File: config.mk
export PLATFORM = sky130hd
export DESIGN_NAME = gray2rgb_stream
export DESIGN_NICKNAME = d
export VERILOG_FILES = /design/src/rtl/gray2rgb_pkg.sv /design/src/rtl/gray2rgb_heatmap.sv /design/src/rtl/gray2rgb_stream.sv
export SDC_FILE = /design/constraint.sdc
export NUM_CORES = 1
export LEC_CHECK = 0
export ABC_AREA = 1
export BUFFER_PORTS_ARGS = -buffer_cell sky130_fd_sc_hd__buf_2
export CORE_MARGIN = 1
export CORE_UTILIZATION = 45
export DETAILED_ROUTE_END_ITERATION = 10
export PLACE_DENSITY = 0.69
export SETUP_SLACK_MARGIN = 0.1
export SLEW_MARGIN = 20
export SYNTH_ARGS = -nofsm -noshare
export SYNTH_HDL_FRONTEND = slang
export SYNTH_HIERARCHICAL = 1
export SYNTH_SLANG_ARGS = --single-unit
File: constraint.sdc
create_clock -name clk -period 2.4 [get_ports clk]
set_input_delay 0.24 -clock clk [delete_from_list [all_inputs] [get_ports clk]]
set_output_delay 0.24 -clock clk [all_outputs]
set_load 0.02 [all_outputs]
File: src/rtl/gray2rgb_pkg.sv
// Shared constants and helpers for the gray2rgb_stream colouring stage.
// Mode encodings, heatmap breakpoints and the generic channel width scaler.
package gray2rgb_pkg;

    typedef enum logic [1:0] {
        MODE_REPLICATE = 2'd0,
        MODE_THRESH    = 2'd1,
        MODE_HEATMAP   = 2'd2,
        MODE_INVERT    = 2'd3
    } mode_e;

    localparam logic [7:0] HM_BP1 = 8'd64;
    localparam logic [7:0] HM_BP2 = 8'd128;
    localparam logic [7:0] HM_BP3 = 8'd192;

    // Left-justify x, then OR in copies shifted by win so the bit pattern repeats
    // MSB-first; the top wout bits give replication when widening, truncation otherwise.
    function automatic logic [15:0] scale_w(input logic [15:0] x, input int win, input int wout);
        logic [15:0] just;
        logic [15:0] acc;
        just = x << (16 - win);
        acc  = just;
        for (int k = 1; k < 16; k++) begin
            acc = acc | (just >> (k * win));
        end
        return acc >> (16 - wout);
    endfunction

endpackage

File: src/rtl/gray2rgb_heatmap.sv
// Combinational 8-bit heatmap palette: blue -> cyan -> yellow -> red ramp.
module gray2rgb_heatmap
    import gray2rgb_pkg::*;
(
    input  logic [7:0] i_g8,
    output logic [7:0] o_red,
    output logic [7:0] o_green,
    output logic [7:0] o_blue
);

    logic [7:0] w_ramp;

    // 4*(g - segment_base) is just the low 6 bits shifted up by two
    assign w_ramp = {i_g8[5:0], 2'b00};

    always_comb begin
        o_red   = 8'h00;
        o_green = 8'h00;
        o_blue  = 8'h00;
        if (i_g8 < HM_BP1) begin
            o_green = w_ramp;
            o_blue  = 8'hFF;
        end else if (i_g8 < HM_BP2) begin
            o_green = 8'hFF;
            o_blue  = 8'hFF - w_ramp;
        end else if (i_g8 < HM_BP3) begin
            o_red   = w_ramp;
            o_green = 8'hFF;
        end else begin
            o_red   = 8'hFF;
            o_green = 8'hFF - w_ramp;
        end
    end

endmodule

File: src/rtl/gray2rgb_stream.sv
// Two-stage back-pressured grayscale-to-RGB colouring stage with per-frame mode.
// Define GRAY2RGB_HEATMAP_EN to compile in the HEATMAP mode.
module gray2rgb_stream
    import gray2rgb_pkg::*;
#(
    parameter int DATA_W = 8,
    parameter int OUT_W  = 8
) (
    input  logic              clk,
    input  logic              rst,
    input  logic              in_valid_i,
    output logic              in_ready_o,
    input  logic [DATA_W-1:0] gray_i,
    input  logic              sof_i,
    input  logic              eol_i,
    input  logic [1:0]        mode_i,
    input  logic [DATA_W-1:0] thresh_i,
    output logic              out_valid_o,
    input  logic              out_ready_i,
    output logic [OUT_W-1:0]  red_o,
    output logic [OUT_W-1:0]  green_o,
    output logic [OUT_W-1:0]  blue_o,
    output logic              sof_o,
    output logic              eol_o
);

    logic              w_s1_acc;
    logic              w_s2_acc;
    logic              w_in_fire;
    mode_e             w_mode_in;
    mode_e             w_beat_mode;
    logic [DATA_W-1:0] w_beat_thresh;

    mode_e             r_active_mode;
    logic [DATA_W-1:0] r_active_thresh;

    logic              r_vld_p1;
    logic [DATA_W-1:0] r_gray_p1;
    logic [DATA_W-1:0] r_thresh_p1;
    mode_e             r_mode_p1;
    logic              r_sof_p1;
    logic              r_eol_p1;

    logic [DATA_W-1:0] w_inv_p1;
    logic [OUT_W-1:0]  w_rep;
    logic [OUT_W-1:0]  w_inv;
    logic [OUT_W-1:0]  w_red;
    logic [OUT_W-1:0]  w_green;
    logic [OUT_W-1:0]  w_blue;

    assign w_s2_acc   = !out_valid_o || out_ready_i;
    assign w_s1_acc   = !r_vld_p1 || w_s2_acc;
    assign in_ready_o = w_s1_acc;
    assign w_in_fire  = in_valid_i && w_s1_acc;

`ifdef GRAY2RGB_HEATMAP_EN
    assign w_mode_in = mode_e'(mode_i);
`else
    assign w_mode_in = (mode_i == MODE_HEATMAP) ? MODE_REPLICATE : mode_e'(mode_i);
`endif

    // A sof beat uses the freshly presented settings, others use the latched ones
    assign w_beat_mode   = sof_i ? w_mode_in : r_active_mode;
    assign w_beat_thresh = sof_i ? thresh_i  : r_active_thresh;

    always_ff @(posedge clk) begin
        if (rst) begin
            r_active_mode   <= MODE_REPLICATE;
            r_active_thresh <= '0;
        end else if (w_in_fire && sof_i) begin
            r_active_mode   <= w_mode_in;
            r_active_thresh <= thresh_i;
        end
    end

    // ---- stage 1: capture sample, resolved mode, threshold, sideband ----
    always_ff @(posedge clk) begin
        if (rst) begin
            r_vld_p1 <= 1'b0;
        end else if (w_s1_acc) begin
            r_vld_p1 <= in_valid_i;
        end
    end

    always_ff @(posedge clk) begin
        if (w_in_fire) begin
            r_gray_p1   <= gray_i;
            r_thresh_p1 <= w_beat_thresh;
            r_mode_p1   <= w_beat_mode;
            r_sof_p1    <= sof_i;
            r_eol_p1    <= eol_i;
        end
    end

    // ---- stage 2: colour computation and output registers ----
    assign w_inv_p1 = ~r_gray_p1;
    assign w_rep    = OUT_W'(scale_w(16'(r_gray_p1), DATA_W, OUT_W));
    assign w_inv    = OUT_W'(scale_w(16'(w_inv_p1), DATA_W, OUT_W));

`ifdef GRAY2RGB_HEATMAP_EN
    logic [7:0]       w_g8;
    logic [7:0]       w_hm_red;
    logic [7:0]       w_hm_green;
    logic [7:0]       w_hm_blue;
    logic [OUT_W-1:0] w_hm_red_s;
    logic [OUT_W-1:0] w_hm_green_s;
    logic [OUT_W-1:0] w_hm_blue_s;

    assign w_g8 = 8'(scale_w(16'(r_gray_p1), DATA_W, 8));

    gray2rgb_heatmap u_heatmap (
        .i_g8    (w_g8),
        .o_red   (w_hm_red),
        .o_green (w_hm_green),
        .o_blue  (w_hm_blue)
    );

    assign w_hm_red_s   = OUT_W'(scale_w({8'h00, w_hm_red},   8, OUT_W));
    assign w_hm_green_s = OUT_W'(scale_w({8'h00, w_hm_green}, 8, OUT_W));
    assign w_hm_blue_s  = OUT_W'(scale_w({8'h00, w_hm_blue},  8, OUT_W));
`endif

    always_comb begin
        w_red   = w_rep;
        w_green = w_rep;
        w_blue  = w_rep;
        case (r_mode_p1)
            MODE_THRESH: begin
                w_red   = (r_gray_p1 >= r_thresh_p1) ? {OUT_W{1'b1}} : '0;
                w_green = w_red;
                w_blue  = w_red;
            end
            MODE_INVERT: begin
                w_red   = w_inv;
                w_green = w_inv;
                w_blue  = w_inv;
            end
`ifdef GRAY2RGB_HEATMAP_EN
            MODE_HEATMAP: begin
                w_red   = w_hm_red_s;
                w_green = w_hm_green_s;
                w_blue  = w_hm_blue_s;
            end
`endif
            default: ;
        endcase
    end

    always_ff @(posedge clk) begin
        if (rst) begin
            out_valid_o <= 1'b0;
            red_o       <= '0;
            green_o     <= '0;
            blue_o      <= '0;
            sof_o       <= 1'b0;
            eol_o       <= 1'b0;
        end else if (w_s2_acc) begin
            out_valid_o <= r_vld_p1;
            if (r_vld_p1) begin
                red_o   <= w_red;
                green_o <= w_green;
                blue_o  <= w_blue;
                sof_o   <= r_sof_p1;
                eol_o   <= r_eol_p1;
            end
        end
    end

endmodule

==> metrics.md, run 1 <==
| Metric | Value |
|---|---|
| Status | completed |
| Max_cap viols | 0 |
| Yosys warning count | 6 |
| Vias in the first global route | 1146 |
| Leakage | 1.00 nW |
| Pin count of the biggest net entering global routing | 24 |
| Initial DRC Count | 84 |
| R2r setup slk | 0.91 ns |
| Core area | 0.00406 sq mm |
| Synth Register Bits | 42 |
| Hold Path End | r_gray_p1[1] |
| Final Hold Vio Count | 0 |
| Mapped Nets | 234 |
| Post-synth cell types | 23 |
| Synth top area share | 31.1% |
| Post-Synthesis Cell Area | 0.00193 sq mm |
| CP Capture Type | register |
| Slew margin rel. | 73.2% |
| Non-filler cells, final | 290 |
| Total Power | 0.00158 W |
| Hold Path Stages | 1 |
| Area grow syn2layout | 13.7% |
| Max FO, Critical Path | 8 |
| WL final | 3090 microns |
| # DRC | 0 |
| Final setup skew | 0.00538 ns |
| Skew-Pair Late Insertion Delay | 0.29 ns |
| Die Y-Extent | 67.5 microns |
| DP Cell Count | 282 |
| CTS sink cnt | 42 |
| Post-Syn Instances | 202 |
| Reg-to-Reg Start | r_gray_p1[6] |
| RSZ-0062 raised after global routing | false |
| Min-delay src | gray_i[1] |
| IO Count | 52 |
| Die Width | 67.5 microns |
| CTS Buf Count | 5 |
| CTS tree | done |
| Hold WS | 0.123 ns |
| Register-to-Register Path Depth | 7 |
| Seq/Total Area, Yosys | 53.9% |
| Starting Density | 47.6% |
| Final antenna-violating net count | 0 |
| Remaining global-route overflow | 0 |
| Routability Congestion | 0.817 |
| Synth top area cells | edfxtp_1 (31%), dfxtp_1 (23%), o21ai_0 (7.3%) |
| Clk slew on worst S/H paths | 0.07 ns |
| Nets | 271 |
| Number of hold buffers added after cts | 0 |
| Syn Area/Cell | 9.56 sq um |
| First-pass GRT wire length | 5000 microns |
| CTS root buffer | clkbuf_8 |
| H-tree lvl count | 2 |
| Reg-to-reg endpoint | green_o[7] |
| Vias per Instance | 4.75 |
| Max clock buf depth | 2 |
| Share of cells above drive strength 1 | 27.5% |
| Cell Pwr Density | 721 mW/mm^2 |
| CP startpoint | r_gray_p1[6] |
| I/O Buffers | 51 |
| Hold crit path type | input port to register |
| Buffer count from post-CTS setup fixing | 0 |
| Setup TNS | 0 ns |
| CP Class | register to register |
| Drt wl/cell | 10.6 microns |
| DPL Wire Length | 2270 microns |
| Vias | 1378 |
| Dpl ws | 0.894 ns |
| Initial antenna violation count | 0 |
| Final Setup Violations | 0 |
| Max VDD drop | 0.439 mV |
| Clock period minus worst slack | 1.49 ns |
| Post-CTS Resized | 0 |
| Antenna fix cells | 0 |
| Final period util | 62.0% |
| WP data required | 2.62 ns |
| DR pass1 iterations | 4 |
| Rows | 23 |
| GRT Overall Usage | 15.0% |
| Area leader, netlist | edfxtp_1 |
| Max Slew Vio Count | 0 |
| Critical path launch point type | register |
| Die Area | 0.00456 sq mm |
| Min setup slack post-route | 0.913 ns |
| FMAX | 673 MHz |
| Worst slew pin tran | 0.401 ns |
| Arr. time, crit path | 1.71 ns |
==> worst max path at each step <==
stage | depth (start not counted) | slack (ns) | to
5_1_grt | 7 | 0.72 | green_o[0]
3_3_place_gp | 7 | 0.94 | green_o[0]
4_1_cts | 7 | 0.89 | green_o[7]
3_5_place_dp | 7 | 0.89 | green_o[7]
6_report | 7 | 0.91 | green_o[7]
2_1_floorplan | 6 | 1.06 | green_o[0]
==> cells in the mapped netlist, drive strengths merged <==
cell,count
a21oi,23
buf,20
dfxtp,22
clkinv,1
a21o,1
nor2,17
ha,8
o21ai,28
clkbuf,1
nand3,2
nand4,2
nand2,25
edfxtp,20
a211oi,8
inv,24
==> cell usage in the layout (no fill, tap or decap), types with 5 or more instances in the layout <==
cell type / Yosys / routed
nand2_1: 21 / 21
o21ai_0: 28 / 28
nor2_1: 17 / 17
dfxtp_1: 22 / 22
ha_1: 8 / 8
a211oi_1: 8 / 8
edfxtp_1: 20 / 20
buf_2: 3 / 51
a21oi_1: 22 / 22
clkbuf_8: 0 / 5
inv_1: 21 / 21
==> metrics by stage <==
stage	util, %	cell area (sq um)
2_1_floorplan	-	1930
3_3_place_gp	51.5	2090
3_5_place_dp	51.5	2090
4_1_cts	54.1	2200
5_1_grt	54.1	2200
6_report	54.1	2200
==> power breakdown <==
part           total [W]  switching [W]  internal, W
clock network   0.000536       0.000224     0.000311
logic           0.000222       0.000144    0.0000786
registers       0.000825      0.0000231     0.000802
==> per-layer routing <==
layer  global-route usage (%)  part of all wire (%)  up-vias  wire (microns)
met3                     5.57                   5.2        4             161
met4                     5.59                   1.1        0              33
met5                        0                     0        -               0
met2                     21.7                    45       39            1380
met1                     20.3                    49      594            1510
li1                         -                     -      741               -
==> critical path, cell delays in order (launching register included) <==
cell and delay (ns):
edfxtp_1 0.44, ha_1 0.31, nand2_1 0.06, nor2_1 0.15, nand4_1 0.10, nand3_1 0.11, nand2_2 0.11, a21oi_1 0.14
==> logic make-up after synthesis <==
kind of cell | count (synthesis) | share of synthesized area, %
DFF | 42 | 53.9
adders and majority gates | 8 | 5.18
buffers and inverters | 46 | 13.2
AOI/OAI and AO/OA | 60 | 16.9
and+or+nand+nor | 46 | 10.8
==> layout make-up <==
type | count | area, sq um
fillers | 396 | 1860
flip-flops and latches | 42 | 1040
multi-input cells | 114 | 636
repair buffers | 51 | 255
inverters | 25 | 96.3
clock buffers | 7 | 76.3
well taps | 50 | 62.6
clock inverters | 1 | 30.0
==> sequential cells by signal, summed over array words and instances, names as in the netlist <==
signal,flops
green_o,8
r_active_thresh,8
r_gray_p1,8
r_thresh_p1,8
r_active_mode,2
r_mode_p1,2
eol_o,1
out_valid_o,1
r_eol_p1,1
r_sof_p1,1
r_vld_p1,1
sof_o,1
Power figures use the tool's default switching activity.
==> run 2, diff against run 1 <==
Settings changed: ABC_AREA 1 to 0.
Clock period 2.4 ns to 1.5 ns, I/O delays scaled along.
==> metrics.md, run 2 <==
| Metric | Value |
|---|---|
| Status | complete, but fails checks |
| Failing checks | setup timing |
| Max Slew Vio Count | 0 |
| Vias per Instance | 4.78 |
| EDFF count, synth | 20 |
| Reg-to-reg endpoint | green_o[1] |
| Share of cells above drive strength 1 | 38.5% |
| Synth top area cells | edfxtp_1 (31%), dfxtp_1 (23%), buf_4 (6.5%) |
| Final antenna-violating net count | 0 |
| Core area | 0.00409 sq mm |
| Vias | 1296 |
| Dpl ws | -0.281 ns |
| Antenna fix cells | 0 |
| Final period util | 116% |
| Vias in the first global route | 1197 |
| DR pass1 iterations | 4 |
| Cell Pwr Density | 1060 mW/mm^2 |
| Most frequent cells in the layout | buf_2 (51), nor2_1 (23), dfxtp_1 (22) |
| Syn Area/Cell | 11.2 sq um |
| Final Hold Vio Count | 0 |
| WP data required | 1.65 ns |
| Remaining global-route overflow | 0 |
| Slowest CP cell | edfxtp_1 |
| First-pass GRT wire length | 5150 microns |
| CTS sink cnt | 42 |
| Area grow syn2layout | 18.3% |
| Synth top area share | 30.8% |
| FMAX | 575 MHz |
| Clk slew on worst S/H paths | 0.07 ns |
| Reg-to-Reg Start | r_gray_p1[0] |
| Leakage | 1.06 nW |
| Post-CTS Resized | 0 |
| GRT Overall Usage | 15.1% |
| Sw Share | 24.8% |
| IO Count | 52 |
| Max clock buf depth | 2 |
| WL final | 3060 microns |
| Die Width | 67.9 microns |
| Die Area | 0.00460 sq mm |
| Starting Density | 47.8% |
| Mapped Nets | 206 |
| Max FO, Critical Path | 8 |
| Clock period minus worst slack | 1.74 ns |
| Commonest non-fill, non-tap cell in the layout | buf_2 |
| Seq pwr share | 53.9% |
| Die Y-Extent | 67.9 microns |
| Nets | 252 |
| Post-synth ARST share | 0% |
| Initial antenna violation count | 0 |
| Post-Synthesis Cell Area | 0.00195 sq mm |
| Area leader, netlist | edfxtp_1 |
| Final Setup Violations | 8 |
| Hold crit path type | input port to register |
| Register-to-Register Path Depth | 7 |
| Initial DRC Count | 67 |
| Rows | 23 |
| Skew-Pair Late Insertion Delay | 0.28 ns |
| Routability Congestion | 0.670 |
| H-tree lvl count | 2 |
| Post-Syn Instances | 174 |
| Net Sw Power | 0.000604 W |
| CTS tree | done |
| # DRC | 0 |
| Max VDD drop | 0.702 mV |
| Setup TNS | -1.86 ns |
| Slew margin rel. | 72.4% |
| Final setup skew | 0.00207 ns |
| Crit-path max cell delay | 0.40 ns |
| Fill count | 376 |
| CTS Buf Count | 5 |
| Worst slew pin tran | 0.414 ns |
| Crit path cell chain | inv_1, ha_1, nand2b_4, a2111oi_4, a21oi_2, a41oi_4, a311oi_1 |
| Synth Register Bits | 42 |
| Clock network power share | 29.3% |
| CTS root buffer | clkbuf_8 |
| DPL Wire Length | 2270 microns |
| Post-synth cell types | 26 |
| Top FF cell, synth | dfxtp_1 |
| Critical path launch point type | register |
| Post-synth top cells | nor2_1 (23), dfxtp_1 (22), edfxtp_1 (20) |
| Yosys warning count | 6 |
| Hold Path Stages | 1 |
| Seq/Total Area, Yosys | 53.3% |
| Min setup slack post-route | -0.241 ns |
| CP Capture Type | register |
| RSZ-0062 raised after global routing | true |
| Min-delay src | gray_i[2] |
| Top-count cell post-synth | nor2_1 |
| Hold Path End | r_gray_p1[2] |
| Comb power frac | 16.8% |
| Arr. time, crit path | 1.89 ns |
| CP Class | register to register |
| P_int | 0.00183 W |
| I/O Buffers | 51 |
| R2r setup slk | -0.24 ns |
| Number of hold buffers added after cts | 0 |
| Max_cap viols | 0 |
| Pin count of the biggest net entering global routing | 23 |
| Drt wl/cell | 11.3 microns |
## run 2: cell count changes after synthesis, sizes merged, moves of 6 or more
cell    delta
nand2     -13
mux2i     +11
a21oi     -19
a311oi     +8
nor2       +6
inv       -14
mux2       +9
o21ai     -18
a211oi     -8
## run 2: metrics by stage
| stage | cell area, sq um | instances | power (W) | hold slack (ns) | utilization [%] |
|---|---|---|---|---|---|
| 4_1_cts | 2310 | 271 | 0.00247 | 0.0305 | 56.5 |
| 5_1_grt | 2310 | 271 | 0.00257 | 0.0261 | 56.5 |
| 6_report | 2310 | 271 | 0.00244 | 0.0404 | 56.5 |
| 3_5_place_dp | 2210 | 262 | 0.00175 | 0.328 | 54.1 |
| 2_1_floorplan | 1970 | 174 | 0.00165 | 0.222 | - |
| 3_3_place_gp | 2210 | 262 | 0.00174 | 0.326 | 54.1 |
## run 2: cell families after synthesis
group / after synthesis / share of synthesized area (%)
compound gates: 26 / 10.8
fa+ha+maj: 8 / 5.13
buf+inv: 34 / 10.0
flops: 42 / 53.3
mux: 20 / 10.8
simple gates: 44 / 9.87
## run 2: what timing repair did
action,4_1_cts,5_1_grt
buffers inserted,1,0
pin swaps,1,2
endpoints found under the setup margin,8,8
## run 2: power by group through the flow
stage	Combinational [W]	Clock, W	Sequential (W)
2_1_floorplan	0.000288	0	0.00136
3_3_place_gp	0.000408	0	0.00134
3_5_place_dp	0.000412	0	0.00134
4_1_cts	0.000416	0.000743	0.00131
5_1_grt	0.000460	0.000791	0.00132
6_report	0.000410	0.000714	0.00131
## run 2: how the worst max path moves through the flow
| stage | start | to | slack, ns | depth (start not counted) |
|---|---|---|---|---|
| final | r_gray_p1[0] | green_o[1] | -0.24 | 7 |
| after global routing | r_gray_p1[0] | green_o[1] | -0.35 | 7 |
| after floorplan | r_gray_p1[0] | green_o[0] | -0.10 | 7 |
| after detailed placement | r_gray_p1[0] | green_o[1] | -0.28 | 7 |
| after CTS | r_gray_p1[0] | green_o[1] | -0.27 | 7 |
| after global placement | r_gray_p1[0] | green_o[7] | -0.20 | 7 |
## run 2: layer usage
| metal | up-vias | GRT usage, % | wire length [microns] |
|---|---|---|---|
| met4 | 0 | 4.69 | 27 |
| met5 | - | 0 | 0 |
| li1 | 683 | - | - |
| met3 | 5 | 4.83 | 162 |
| met1 | 568 | 18.2 | 1430 |
| met2 | 40 | 25.5 | 1430 |
## run 2: area by class of cell
| class | instances | area, sq um | share of cell area (%) |
|---|---|---|---|
| Sequential cell | 42 | 1040 | 45.1 |
| Tap cell | 50 | 62.6 | 2.71 |
| Clock buffer | 8 | 90.1 | 3.90 |
| Inverter | 10 | 37.5 | 1.63 |
| Timing Repair Buffer | 63 | 345 | 15.0 |
| Multi-Input combinational cell | 98 | 732 | 31.7 |
## run 2: critical path: cells and delay by family, from the launching register on
family	cells	cell delay (ns)
buffers and inverters	1	0.07
AOI/OAI and AO/OA	4	0.77
DFF	1	0.40
adders and majority gates	1	0.22
and+or+nand+nor	1	0.15
